--- config.mk ---
export PLATFORM = sky130hd
export DESIGN_NAME = mem_bus_arbiter
export DESIGN_NICKNAME = d
export VERILOG_FILES = /design/src/rtl/bus_pkg.sv /design/src/rtl/arb_pick.sv /design/src/rtl/mem_bus_arbiter.sv
export SDC_FILE = /design/constraint.sdc
export NUM_CORES = 1
export LEC_CHECK = 0
export ABC_AREA = 1
export CAP_MARGIN = 20
export CORE_AREA = 4 4 134 136
export CTS_CLUSTER_SIZE = 24
export DETAILED_ROUTE_END_ITERATION = 7
export DIE_AREA = 0 0 138 140
export PLACE_DENSITY = 0.76
export SETUP_SLACK_MARGIN = 0.5
export SLEW_MARGIN = 10
export SYNTH_ARGS = -nofsm -noshare
export SYNTH_HDL_FRONTEND = slang
export SYNTH_HIERARCHICAL = 1
export SYNTH_SLANG_ARGS = --single-unit
--- constraint.sdc ---
create_clock -name clk -period 3.35 [get_ports clk]
set_clock_uncertainty 0.05 [all_clocks]
set_input_delay 0.335 -clock clk [delete_from_list [all_inputs] [get_ports clk]]
set_output_delay 0.335 -clock clk [all_outputs]
set_load 0.005 [all_outputs]
--- src/rtl/bus_pkg.sv ---
// bus_pkg: shared state/region types and constants for mem_bus_arbiter
package bus_pkg;
    typedef enum logic [1:0] {IDLE, ISSUE, RESP} state_t;
    typedef enum logic [1:0] {REG_MEM, REG_LED, REG_NONE} region_t;
    localparam logic [31:0] LED_ADDR_DEFAULT = 32'hFFFF_0000;
    localparam logic PORT_IF = 1'b0;
    localparam logic PORT_D = 1'b1;
endpackage

--- src/rtl/arb_pick.sv ---
// arb_pick: 2-way winner select (fixed data priority, or round-robin under ARB_ROUND_ROBIN_EN)
module arb_pick
    import bus_pkg::*;
(
    input  logic if_req,
    input  logic d_req,
    input  logic last_grant,
    output logic grant
);
`ifdef ARB_ROUND_ROBIN_EN
    logic unused_if_req;
    assign unused_if_req = if_req;
    always_comb grant = !d_req ? PORT_IF : (if_req ? ~last_grant : PORT_D);
`else
    logic [1:0] unused_inputs;
    assign unused_inputs = {last_grant, if_req};
    always_comb grant = d_req ? PORT_D : PORT_IF;
`endif
endmodule

--- src/rtl/mem_bus_arbiter.sv ---
// mem_bus_arbiter: shares one memory port between fetch and data ports and decodes the LED register; define ARB_ROUND_ROBIN_EN for round-robin arbitration
module mem_bus_arbiter
    import bus_pkg::*;
#(
    parameter int DATA_WIDTH = 32,
    parameter int ADDR_WIDTH = 32,
    parameter int MEM_ADDR_WIDTH = 10,
    parameter logic [ADDR_WIDTH-1:0] LED_ADDR = ADDR_WIDTH'(LED_ADDR_DEFAULT)
) (
    input  logic                      clk,
    input  logic                      rst_n,
    input  logic                      if_req,
    input  logic [ADDR_WIDTH-1:0]     if_addr,
    output logic                      if_ack,
    output logic [DATA_WIDTH-1:0]     if_rdata,
    input  logic                      d_req,
    input  logic                      d_we,
    input  logic [ADDR_WIDTH-1:0]     d_addr,
    input  logic [DATA_WIDTH-1:0]     d_wdata,
    output logic                      d_ack,
    output logic [DATA_WIDTH-1:0]     d_rdata,
    output logic                      mem_en,
    output logic                      mem_we,
    output logic [MEM_ADDR_WIDTH-1:0] mem_addr,
    output logic [DATA_WIDTH-1:0]     mem_wdata,
    input  logic [DATA_WIDTH-1:0]     mem_rdata,
    output logic [7:0]                leds
);
    state_t state, next_state;
    region_t sel_region, lat_region;
    logic any_req, grant, sel_we, lat_port, lat_we, last_grant;
    logic [ADDR_WIDTH-1:0] sel_addr;
    logic [DATA_WIDTH-1:0] resp_data, if_rdata_q, d_rdata_q;

    arb_pick u_arb_pick (
        .if_req(if_req),
        .d_req(d_req),
        .last_grant(last_grant),
        .grant(grant)
    );

    always_comb begin
        any_req = if_req || d_req;
        sel_addr = grant == PORT_D ? d_addr : if_addr;
        sel_we = grant == PORT_D && d_we;
        sel_region = sel_addr == LED_ADDR ? REG_LED :
                     (sel_addr >> (MEM_ADDR_WIDTH + 2)) == '0 ? REG_MEM : REG_NONE;
    end

    always_ff @(posedge clk or negedge rst_n) begin
        if (!rst_n) state <= IDLE;
        else state <= next_state;
    end

    always_comb
        next_state = state == IDLE ? (any_req ? ISSUE : IDLE) : (state == ISSUE ? RESP : IDLE);

    // Memory strobes are registered at the grant edge so they are high for exactly the ISSUE cycle
    always_ff @(posedge clk or negedge rst_n) begin
        if (!rst_n) begin
            lat_port <= PORT_IF;
            lat_we <= 1'b0;
            lat_region <= REG_NONE;
            last_grant <= PORT_D;
            mem_en <= 1'b0;
            mem_we <= 1'b0;
            mem_addr <= '0;
            mem_wdata <= '0;
            leds <= 8'h00;
            if_rdata_q <= '0;
            d_rdata_q <= '0;
        end else if (state == IDLE && any_req) begin
            lat_port <= grant;
            lat_we <= sel_we;
            lat_region <= sel_region;
            last_grant <= grant;
            mem_en <= sel_region == REG_MEM;
            mem_we <= sel_region == REG_MEM && sel_we;
            mem_addr <= sel_addr[MEM_ADDR_WIDTH+1:2];
            mem_wdata <= d_wdata;
        end else if (state == ISSUE) begin
            mem_en <= 1'b0;
            mem_we <= 1'b0;
            if (lat_region == REG_LED && lat_we) leds <= mem_wdata[7:0];
        end else if (state == RESP) begin
            if (lat_port == PORT_D) d_rdata_q <= resp_data;
            else if_rdata_q <= resp_data;
        end
    end

    always_comb
        resp_data = lat_region == REG_MEM ? mem_rdata :
                    lat_region == REG_LED ? DATA_WIDTH'(leds) : '0;

    always_comb begin
        if_ack = state == RESP && lat_port == PORT_IF;
        d_ack = state == RESP && lat_port == PORT_D;
        if_rdata = if_ack ? resp_data : if_rdata_q;
        d_rdata = d_ack ? resp_data : d_rdata_q;
    end
endmodule

==> out/metrics.csv <==
metric,value,unit
DP Area,0.00844,mm²
DRT antenna net count,0,
Initial Util,0.339,
Die X,138,µm
CTS Buffer Depth,2,
Leak Pwr,4.73,nW
DR WL/cell,13.8,µm
drc violations,0,
Post-Layout Inst Area,0.00901,mm²
ratio of final minimum period to clock period,0.809,
CP Max Fanout,32,
clk sinks,122,
Num CTS Buffers,17,
most frequent cells in the layout,"424 x nand2_1, 249 x clkdlybuf4s50_1, 121 x dfrtp_1, 76 x inv_1, 55 x o21ai_0",
setup TNS,0,ns
Max Clk Rate,0.369,GHz
# fillers,1618,
Final nets,1165,
Synthesis Warnings,6,
"CTS clk-pin slew, worst paths",0.06,ns
antenna cells,0,
Max-slew headroom,0.432,
dpl hpwl,13100,µm
VDD IR-drop max,414,µV
clock latency on the worst-skew pair,0.41,ns
CTS tree,built,
Layout area overhead,57.0,%
Clock Tree Root,clkbuf_16,
max-cap viol count,0,
Worst path top cell family by delay,buffers and inverters,
crit end category,primary output,
Setup Buffers After CTS,0,
# setup viols final,0,
global placer's final weighted congestion,0.877,
outcome,"complete, no violations",
setup ws final,0.641,ns
share of layout cells above drive strength 1,0.0488,
pre-CTS setup slack,0.850,ns
port bufs,250,
Critical Path RT,2.96,ns
Bufs and invs on worst path,2,
type of the worst min-delay path,reg2reg,
H-tree levels,4,
core footprint,0.0169,mm²
RSZ-0062 raised after global routing,false,
"commonest non-fill, non-tap cell in the layout",nand2_1,
Fin. Hold Viols,0,
total power,7.14,mW
critical-path cell list,"or2_4, o22ai_1, inv_1, o21ai_0, clkdlybuf4s50_1",
Setup CP Type,reg2out,
Die Ht,140,µm
Netlist Area Pre-Place,0.00574,mm²
fin util,0.532,
Slew @ Worst Pin,0.851,ns
syn_area_per_cell,7.28,µm²
CP Data Arrival Time,2.32,ns
Via Count,5587,
crit-path max cell delay,0.59,ns
Total GRT Usage,0.182,
I/O pins,251,
startpoint types,register,
vias in the first global route,5503,
Pre-antenna DRT Iters,5,
row cnt,48,
syn nets,922,
detailed-route vias per instance,4.40,
minimum clock period,2.71,ns
CP max-delay cell,clkdlybuf4s50_1,
largest net degree at the start of global routing,63,
total gr overflow,0,
Post-Synthesis Cells,789,
Power Dens Cells,792,mW/mm²
initial antenna violation count,0,
initial drt markers,265,
drt total wl,17500,µm
Die Area,0.0193,mm²
Slew Limit Fails,0,
wire length of the first global-routing pass,28200,µm
[registers in the layout, indices dropped and copies added, names as in the netlist]
| register | flops |
|---|---|
| leds | 8 |
| lat_we | 1 |
| lat_port | 1 |
| mem_en | 1 |
| mem_addr | 10 |
| state | 2 |
| if_rdata_q | 32 |
| lat_region | 2 |
| mem_we | 1 |
| mem_wdata | 32 |
| d_rdata_q | 32 |
[routing by layer]
metal / track usage / up-vias / part of all wire
li1: - / 2871 / -
met1: 0.217 / 2480 / 0.41
met2: 0.307 / 216 / 0.49
met3: 0.0625 / 20 / 0.082
met4: 0.0666 / 0 / 0.018
met5: 0 / - / 0
[report_power, final]
part	switching, mW	total (mW)	internal, mW
Clock	0.739	1.71	0.975
Sequential	0.279	2.35	2.07
Combinational	1.51	3.08	1.56
Total	2.53	7.14	4.61
[final timing paths]
kind                                         endpoint  cells after the start  slack, ns                       from
min in group asynchronous  if_rdata_q[24]$_DFFE_PN0P_                      2       0.41                      rst_n
min                                state[1]$_DFF_PN0_                      1       0.40         state[1]$_DFF_PN0_
max reg2reg                      lat_port$_DFFE_PN0P_                      5       1.44         state[1]$_DFF_PN0_
max                                       if_rdata[6]                      5       0.64  lat_region[0]$_DFFE_PN0P_
min reg2reg                        state[1]$_DFF_PN0_                      1       0.40         state[1]$_DFF_PN0_
max in group asynchronous   lat_region[1]$_DFFE_PN1P_                      3       2.04                      rst_n
[repair_timing]
| action | CTS | global route |
|---|---|---|
| cloned | 0 | 0 |
| hold buffers | 1 | 0 |
| hold endpoints to repair | 60 | 0 |
| setup endpoints to repair | 4 | 20 |
| gates resized for setup | 1 | 3 |
[worst register-to-register path, stage by stage (launching register included)]
cell and delay [ns]:
dfrtp_1 0.37, inv_1 0.18, nand3_2 0.11, inv_1 0.63, buf_4 0.35, o21ai_0 0.10
[area by class of cell]
type / count / area (µm²) / share of cell area
multi-input cells: 553 / 2230 / 0.248
clock buffers: 17 / 425 / 0.0472
clock inverters: 15 / 133 / 0.0147
flip-flops and latches: 122 / 3050 / 0.339
well taps: 225 / 282 / 0.0312
repair buffers: 259 / 2590 / 0.287
inverters: 79 / 299 / 0.0332
[stage by stage]
stage | instances | hold WS, ns
2_1_floorplan | 789 | -0.0106
3_3_place_gp | 1237 | 0.306
3_5_place_dp | 1237 | 0.304
4_1_cts | 1270 | 0.380
5_1_grt | 1270 | 0.396
6_report | 1270 | 0.398
(Power assumes the default switching activity.)
